--- config.mk ---
export PLATFORM = sky130hd
export DESIGN_NAME = note_selector
export DESIGN_NICKNAME = d
export VERILOG_FILES = /design/src/rtl/note_selector.sv
export SDC_FILE = /design/constraint.sdc
export NUM_CORES = 1
export LEC_CHECK = 0
export BUFFER_PORTS_ARGS = -buffer_cell sky130_fd_sc_hd__buf_4
export CAP_MARGIN = 20
export CORE_ASPECT_RATIO = 0.7
export CORE_MARGIN = 2
export CORE_UTILIZATION = 47
export DETAILED_ROUTE_END_ITERATION = 10
export PLACE_DENSITY = 0.69
export RECOVER_POWER = 50
export SYNTH_ARGS = -nofsm -noshare
export SYNTH_HDL_FRONTEND = slang
export SYNTH_SLANG_ARGS = --single-unit
--- constraint.sdc ---
create_clock -name clk -period 3.72 [get_ports clk]
set_input_delay 0.372 -clock clk [delete_from_list [all_inputs] [get_ports clk]]
set_output_delay 0.372 -clock clk [all_outputs]
set_load 0.005 [all_outputs]
--- src/rtl/note_selector.sv ---
// Synth voice front end: synchronises and debounces keys and buttons, then
// registers the oscillator period, waveform select and note gate for sound_driver.
module note_selector #(
  parameter int DEBOUNCE_CYCLES = 10000,
  parameter int CNT_W           = 14
) (
  input  logic        clk,
  input  logic        nrst,
  input  logic [12:0] keys,
  input  logic        octave_up,
  input  logic        octave_down,
  input  logic        mode_btn,
  output logic [17:0] divider,
  output logic [1:0]  mode,
  output logic        strobe
);

  localparam int BIT_UP   = 13;
  localparam int BIT_DOWN = 14;
  localparam int BIT_MODE = 15;
  localparam logic [2:0] OCT_RESET = 3'd2;
  localparam logic [2:0] OCT_MAX   = 3'd4;

  logic [15:0]      raw;
  logic [15:0]      sync1_q, sync2_q, s_prev_q;
  logic [15:0]      d_q, d_d, d_prev_q;
  logic [CNT_W-1:0] cnt_q, cnt_d;
  logic [2:0]       octave_q, octave_d;
  logic [1:0]       mode_q, mode_d, mode_out_q;
  logic [17:0]      divider_q, divider_d;
  logic             strobe_q, strobe_d;
  logic [15:0]      rise;
  logic [3:0]       idx;
  logic             any_key;

  assign raw = {mode_btn, octave_down, octave_up, keys};

  // Octave-2 periods in clk cycles at 10 MHz, C up to C one octave higher.
  function automatic logic [17:0] base_period(input logic [3:0] i);
    case (i)
      4'd0:    base_period = 18'd152890;
      4'd1:    base_period = 18'd144309;
      4'd2:    base_period = 18'd136210;
      4'd3:    base_period = 18'd128565;
      4'd4:    base_period = 18'd121349;
      4'd5:    base_period = 18'd114538;
      4'd6:    base_period = 18'd108109;
      4'd7:    base_period = 18'd102042;
      4'd8:    base_period = 18'd96315;
      4'd9:    base_period = 18'd90909;
      4'd10:   base_period = 18'd85807;
      4'd11:   base_period = 18'd80991;
      default: base_period = 18'd76445;
    endcase
  endfunction

  // Shared debounce: any change in the synced vector restarts the count, so
  // the whole vector must sit still for DEBOUNCE_CYCLES before it is accepted.
  always_comb begin
    // NOTE: defaults first so every path assigns each output; no latches inferred.
    d_d   = d_q;
    cnt_d = '0;
    if (sync2_q != d_q && sync2_q == s_prev_q) begin
      if (cnt_q == CNT_W'(DEBOUNCE_CYCLES - 1)) begin
        d_d = sync2_q;
      end else begin
        cnt_d = cnt_q + 1'b1;
      end
    end
  end

  assign rise = d_q & ~d_prev_q;

  always_comb begin
    octave_d = octave_q;
    mode_d   = mode_q;
    if (rise[BIT_UP] && !rise[BIT_DOWN] && octave_q < OCT_MAX) begin
      octave_d = octave_q + 3'd1;
    end else if (rise[BIT_DOWN] && !rise[BIT_UP] && octave_q != 3'd0) begin
      octave_d = octave_q - 3'd1;
    end
    if (rise[BIT_MODE]) begin
      mode_d = mode_q + 2'd1;
    end
  end

  // Highest active key wins: later loop iterations override earlier ones.
  always_comb begin
    idx     = 4'd0;
    any_key = 1'b0;
    for (int i = 0; i < 13; i++) begin
      if (d_q[i]) begin
        idx     = 4'(i);
        any_key = 1'b1;
      end
    end
  end

  always_comb begin
    divider_d = divider_q;
    strobe_d  = any_key;
    if (any_key) begin
      divider_d = base_period(idx) >> octave_q;
    end
  end

  // NOTE: sequential state uses non-blocking assignments so every flop samples
  // pre-edge values, which the synchroniser chain depends on.
  always_ff @(posedge clk or negedge nrst) begin
    if (!nrst) begin
      sync1_q    <= '0;
      sync2_q    <= '0;
      s_prev_q   <= '0;
      d_q        <= '0;
      d_prev_q   <= '0;
      cnt_q      <= '0;
      octave_q   <= OCT_RESET;
      mode_q     <= '0;
      mode_out_q <= '0;
      divider_q  <= '0;
      strobe_q   <= 1'b0;
    end else begin
      sync1_q    <= raw;
      sync2_q    <= sync1_q;
      s_prev_q   <= sync2_q;
      d_q        <= d_d;
      d_prev_q   <= d_q;
      cnt_q      <= cnt_d;
      octave_q   <= octave_d;
      mode_q     <= mode_d;
      mode_out_q <= mode_q;
      divider_q  <= divider_d;
      strobe_q   <= strobe_d;
    end
  end

  assign divider = divider_q;
  assign mode    = mode_out_q;
  assign strobe  = strobe_q;

endmodule

==> results of run 1 <==
state kept, by name (all words and copies together) (netlist names):
| register | count |
|---|---|
| sync1_q | 16 |
| cnt_q | 14 |
| divider | 18 |
| strobe | 1 |
| mode_q | 2 |
| d_q | 16 |
| s_prev_q | 16 |
| octave_q | 3 |
| mode | 2 |
| sync2_q | 16 |
| d_prev_q | 3 |
cell usage after synthesis, types with 10 or more instances:
master      n
nand3_1    13
dfrtp_1   106
inv_1      11
o21ai_0    17
nor2_1     51
clkbuf_1   13
a21oi_1    22
xnor2_1    25
buf_2      10
mux2_2     16
xor2_1     23
nand2_1    36
nor3_1     11
cell type report:
class | count | area [um2] | area share
clock buffers | 9 | 225 | 0.0377
clock inverters | 7 | 110 | 0.0184
inverters | 12 | 45.0 | 0.00755
multi-input cells | 344 | 2380 | 0.398
flip-flops and latches | 107 | 2680 | 0.449
well taps | 153 | 191 | 0.0321
repair buffers | 46 | 343 | 0.0574
report_power, final:
group	internal, mW	total, mW	switching, mW
Sequential	1.19	1.21	0.0191
Clock	0.602	1.06	0.456
Combinational	0.0273	0.0605	0.0332
worst reg2reg max path, stage by stage, from the launching register on:
cell	delay (ns)
dfrtp_1	0.45
nand2b_1	0.19
a21oi_1	0.14
o21bai_1	0.07
a21oi_1	0.17
o21ba_2	0.15
o21ai_0	0.17
ha_1	0.53
o41a_1	0.26
a21oi_1	0.07
or2_2	0.34
o22ai_1	0.17
nor3_1	0.10
o41ai_2	0.33
worst paths after layout:
kind | start | end | slack, ns
hold reg to reg | sync1_q[11] | sync2_q[11] | 0.35
hold / removal | keys[12] | sync1_q[12] | 0.14
setup reg to reg | d_q[2] | divider[9] | 0.50
max in group asynchronous | nrst | octave_q[1] | 2.14
min in group asynchronous | nrst | sync1_q[8] | 0.44
setup / recovery | d_q[2] | divider[9] | 0.50
layout by cell type (no fill, tap or decap), types with 5 or more instances in the layout:
cell type,count
dfrtp_1,106
nor2_1,51
nand2_1,36
buf_4,29
xnor2_1,25
xor2_1,23
a21oi_1,22
o21ai_0,17
mux2_2,16
clkbuf_4,16
nand3_1,13
nor3_1,11
inv_1,11
nand4_1,9
o31ai_1,9
clkbuf_16,9
o22ai_1,8
ha_1,8
o21a_1,7
nor4_1,6
a31oi_1,6
nand2b_1,5
mux2i_1,5
per-layer routing:
layer	vias up	routed length (um)	share of wire	global-route usage
li1	1819	-	-	-
met1	1894	5960	0.50	0.334
met2	166	4710	0.40	0.273
met3	12	1040	0.088	0.0734
met4	0	113	0.0096	0.0523
met5	-	0	0	0
cell families (layout without fill, tap and decap cells):
group / count (synthesis) / in the layout / synth area share
fa+ha+maj: 9 / 9 / 0.0228
mux: 21 / 21 / 0.0437
xor+xnor: 48 / 48 / 0.0798
compound gates: 114 / 114 / 0.157
simple gates: 152 / 152 / 0.148
buf+inv: 41 / 74 / 0.0402
flops: 107 / 107 / 0.509
==> results by group, run 1 <==
Pwr
  • Peak supply drop: 0.000262 V
  • Leakage: 2.65 nW
  • Overall Power: 2.33 mW
  • Power Density: 390 nW/um2

Yosys
  • Number of flops mapped to enable cells by yosys: 0
  • Synth async-reset ratio: 1.00
  • Sequential area share after synthesis: 0.509
  • Gate count after technology mapping: 492
  • Area of the mapped netlist: 5270 um2
  • Post-Syn Nets: 519
  • Largest area contributor in the netlist: dfrtp_1
  • Top cell type's share of synthesized area: 0.504
  • Synth cell types: 64
  • Synth Register Bits: 107
  • Avg Cell Area, Syn: 10.7 um2
  • Top FF cell, synth: dfrtp_1
  • Yosys warns: 0
  • Dominant cells by area after synthesis: dfrtp_1 50%, xnor2_1 4.2%, xor2_1 3.8%, nor2_1 3.6%, mux2_2 3.4%

Timing
  • Fin crit share: 0.867
  • Slew Viols, Final: 72
  • Fin Hold WS: 0.141 ns
  • Final hold violations: 0
  • Min Tclk post-route: 3.22 ns
  • Max Freq: 310 MHz
  • Worst Tran Pin Value: 1.65 ns
  • Final setup fails: 0
  • RSZ-0062 raised after global routing: no
  • Rel. slew slack: -0.0985
  • Setup Skew: 0.00895 ns
  • Worst setup margin: 0.495 ns
  • TNS Setup: 0 ns

Worst hold path
  • Worst Hold Class: in2reg
  • Hold depth: 1

Global routing
  • First-pass GRT wire length: 19700 um
  • Total track usage: 0.211
  • GR Overflow Total: 0
  • Vias in the first global route: 3659
  • Largest net degree at the start of global routing: 72
  • Initial antenna violation count: 0

Critical path
  • Crit path buf inv count: 0
  • Required time worst endpoint: 3.98 ns
  • Worst path depth: 13
  • Worst Path Arrival: 3.48 ns
  • Crit path max fanout: 7
  • Biggest cell delay along the critical path: 0.53 ns
  • Crit path max-delay cell type: ha_1
  • Cell repeated most along the worst path: a21oi_1
  • CP Launch Type: register
  • Crit. End Element: register
  • Crit path cell chain: nand2b_1, a21oi_1, o21bai_1, a21oi_1, o21ba_2, o21ai_0, ha_1, o41a_1, a21oi_1, or2_2, o22ai_1, nor3_1, o41ai_2
  • Cell family with most CP delay: compound AO/OA/AOI/OAI gates
  • Worst Reg-to-Reg Cells: 13
  • WS Path Type: reg2reg

CTS
  • TritonCTS clock tree: yes
  • Clock transition at the registers of the reported paths: 0.08 ns
  • Clock Sinks: 107
  • H-tree levels: 3
  • Hold_buf cts: 0
  • CTS Buf Count: 9
  • Clock root buffer: clkbuf_16
  • Post-CTS resize count: 0
  • Maximum clock path buffer count: 2
  • Postcts setup bufs: 0
  • Clock insertion delay at the later pin of the skew report: 0.35 ns

Floorplan
  • Die width: 131 um
  • Die area: 12100 um2
  • Core ar.: 11000 um2
  • Top Ports: 39
  • Starting density of the core: 0.480
  • Die Y: 92.6 um
  • Row cnt: 32

Place
  • DP Wirelength: 8500 um
  • Port bufs: 38
  • Placer Congestion: 0.942
  • Post-Place Worst Slack: 0.576 ns
  • DP Area: 5640 um2
  • Dpl cells: 662

Layout
  • Fin util: 0.544
  • Share of layout cells above drive strength 1: 0.183
  • Final Cell Area: 5970 um2
  • ANT cells: 0
  • Fillers: 974
  • Syn-to-layout area delta: 13.4%
  • Non-Filler Instances: 678
  • NumNets Final: 547

Route
  • DRT Wirelength: 11800 um
  • Via/cell ratio: 5.74
  • Post-DRT Antenna Nets: 0
  • Vias: 3891
  • Iter 0 DRT Violations: 428
  • Wirelength per Cell: 17.4 um
  • Drc violations: 0
  • Initial DRT Pass Iterations: 5

Job
  • Max cap viols: 1

Run status
  • Status: complete, but fails checks
  • Failing checks: max-capacitance violations, max-slew violations
Power figures use the tool's default switching activity.
==> run 2: changes to the inputs <==
--- a/config.mk
+++ b/config.mk
@@ -5,6 +5,7 @@
 export SDC_FILE = /design/constraint.sdc
 export NUM_CORES = 1
 export LEC_CHECK = 0
+export ABC_AREA = 1
 export BUFFER_PORTS_ARGS = -buffer_cell sky130_fd_sc_hd__buf_4
 export CAP_MARGIN = 20
 export CORE_ASPECT_RATIO = 0.7
==> run 2 against run 1 <==
Net effect:
- first-iteration DRC count decreased by 32%
- fmax increased by 23%
- combinational power increased by 5.0%
- global-route usage decreased by 2.7 points
- sequential power about the same
- the run still ends with max-capacitance violations, max-slew violations left
- worst hold slack improved by 0.00052 ns
- design area decreased by 3.3%
- area after synthesis decreased by 2.8%
==> results by group, run 2 <==
Yosys
  • Largest area contributor in the netlist: dfrtp_1
  • Synth cell count leaders: 151 x nand2_1, 106 x dfrtp_1, 59 x inv_1, 59 x nand3_1, 27 x nor2_1
  • Count leader, synth: nand2_1
  • Gate count after technology mapping: 572
  • Synth cell types: 48
  • Avg Cell Area, Syn: 8.95 um2
  • Sequential area share after synthesis: 0.523
  • Synth Register Bits: 107
  • Top cell type's share of synthesized area: 0.518
  • Area of the mapped netlist: 5120 um2
  • Yosys warns: 0
  • Synth async-reset ratio: 1.00
  • Dominant cells by area after synthesis: dfrtp_1 52%, nand2_1 11%, nand3_1 5.8%, inv_1 4.3%, xnor2_1 2.4%
  • Number of flops mapped to enable cells by yosys: 0
  • Top FF cell, synth: dfrtp_1
  • Post-Syn Nets: 599

Layout
  • FF+latch area: 2680 um2
  • Final Cell Area: 5770 um2
  • Max reg flops: 18
  • Fin util: 0.551
  • Share of layout cells above drive strength 1: 0.150
  • Fillers: 943
  • Area of the multi-input gates: 2070 um2
  • Most frequent cells in the layout: 151 x nand2_1, 106 x dfrtp_1, 59 x inv_1, 59 x nand3_1, 27 x nor2_1
  • Non-Filler Instances: 745
  • NumNets Final: 635
  • Most common cell after layout, fill and taps aside: nand2_1
  • Syn-to-layout area delta: 12.8%
  • ANT cells: 0

Route
  • Vias: 3799
  • Via/cell ratio: 5.10
  • Iter 0 DRT Violations: 291
  • DRT Wirelength: 9900 um
  • Post-DRT Antenna Nets: 0
  • Drc violations: 0
  • Initial DRT Pass Iterations: 5
  • Wirelength per Cell: 13.3 um

Timing
  • Worst Tran Pin Value: 1.55 ns
  • Rel. slew slack: -0.0303
  • Fin crit share: 0.704
  • Setup Skew: 0.00905 ns
  • Final setup fails: 0
  • Worst setup margin: 1.10 ns
  • Min Tclk post-route: 2.62 ns
  • Fin Hold WS: 0.141 ns
  • Max Freq: 382 MHz
  • Slew Viols, Final: 67
  • TNS Setup: 0 ns
  • Final hold violations: 0
  • RSZ-0062 raised after global routing: no

Critical path
  • Worst Path Arrival: 2.86 ns
  • Required time worst endpoint: 3.96 ns
  • R2R Setup Slk: 1.10 ns
  • Cell repeated most along the worst path: nand2_1
  • Biggest cell delay along the critical path: 0.57 ns
  • Crit path max-delay cell type: dfrtp_1
  • Reg2reg start: d_q[12]
  • Crit path cell chain: clkinv_1, nand2_1, inv_1, ha_1, inv_1, a21oi_1, or2_2, nand2_1, nand3_1, nand3_1, nand2_1
  • WS Path Type: reg2reg
  • CP Launch Type: register
  • Crit path max fanout: 9
  • Crit. End Element: register
  • Critical Path Start: d_q[12]
  • End point of the critical path: divider[0]
  • RR Endpoint: divider[0]
  • Worst Reg-to-Reg Cells: 11

CTS
  • Clock Sinks: 107
  • Hold_buf cts: 0
  • Maximum clock path buffer count: 2
  • H-tree levels: 3
  • Postcts setup bufs: 0
  • Clock insertion delay at the later pin of the skew report: 0.35 ns
  • Clock root buffer: clkbuf_16
  • Clock transition at the registers of the reported paths: 0.08 ns
  • CTS Buf Count: 9
  • TritonCTS clock tree: yes
  • Post-CTS resize count: 0

Floorplan
  • Core ar.: 10500 um2
  • Top Ports: 39
  • Die width: 129 um
  • Starting density of the core: 0.489
  • Die area: 11800 um2
  • Die Y: 91.3 um
  • Row cnt: 31

Pwr
  • Leakage: 2.78 nW
  • Power Density: 382 nW/um2
  • Peak supply drop: 0.000215 V
  • Overall Power: 2.21 mW

Place
  • Post-Place Worst Slack: 1.16 ns
  • DP Wirelength: 7220 um
  • Port bufs: 38
  • Placer Congestion: 0.907
  • DP Area: 5480 um2
  • Dpl cells: 729

Global routing
  • Largest net degree at the start of global routing: 67
  • Initial antenna violation count: 0
  • First-pass GRT wire length: 17300 um
  • GR Overflow Total: 0
  • Total track usage: 0.184
  • Vias in the first global route: 3641

Worst hold path
  • Worst Hold Class: in2reg
  • Min-delay src: keys[11]

Run status
  • Status: complete, but fails checks
  • Failing checks: max-capacitance violations, max-slew violations

Job
  • Max cap viols: 1
==> run 2: critical path, delay by kind of cell (launching register included) <==
| family | cells | cell delay, ns |
|---|---|---|
| AO/OA/AOI/OAI | 1 | 0.11 |
| flip-flops | 1 | 0.57 |
| adder cells (fa/ha/maj) | 1 | 0.25 |
| AND/OR/NAND/NOR | 6 | 0.96 |
| buffers and inverters | 3 | 0.61 |
==> run 2: how the worst min path moves through the flow <==
| stage | to | cells after the start |
|---|---|---|
| after global placement | sync2_q[13] | 0 |
| after global routing | sync1_q[15] | 1 |
| after CTS | sync1_q[14] | 1 |
| final | sync1_q[11] | 1 |
| after floorplan | cnt_q[0] | 0 |
| after detailed placement | sync2_q[13] | 0 |
==> run 2: kinds of logic (layout without fill, tap and decap cells) <==
logic type,Yosys count,count (layout),share of synthesized area
and+or+nand+nor,282,282,0.259
xor gates and xnor gates,28,28,0.0479
adders and majority gates,9,9,0.0235
AOI/OAI and AO/OA,62,62,0.0741
DFF,107,107,0.523
buffers and inverters,84,125,0.0721
==> run 2: layer usage <==
| metal | track usage | vias up | part of all wire |
|---|---|---|---|
| met5 | 0 | - | 0 |
| met4 | 0.0435 | 0 | 0.0090 |
| met3 | 0.0436 | 10 | 0.049 |
| met2 | 0.261 | 88 | 0.43 |
| met1 | 0.284 | 1800 | 0.51 |
| li1 | - | 1901 | - |
==> run 2: final cells by class <==
class,count,area share
Timing Repair Buffer,41,0.0529
Multi-Input combinational cell,381,0.359
Inverter,68,0.0446
Tap cell,132,0.0286
Clock inverter,7,0.0119
Sequential cell,107,0.464
Clock buffer,9,0.0390
==> run 2: power by group <==
group          total, mW  internal [mW]  switching, mW
registers           1.21           1.19         0.0182
logic             0.0635         0.0262         0.0372
clock network      0.937          0.472          0.465
total               2.21           1.69          0.520
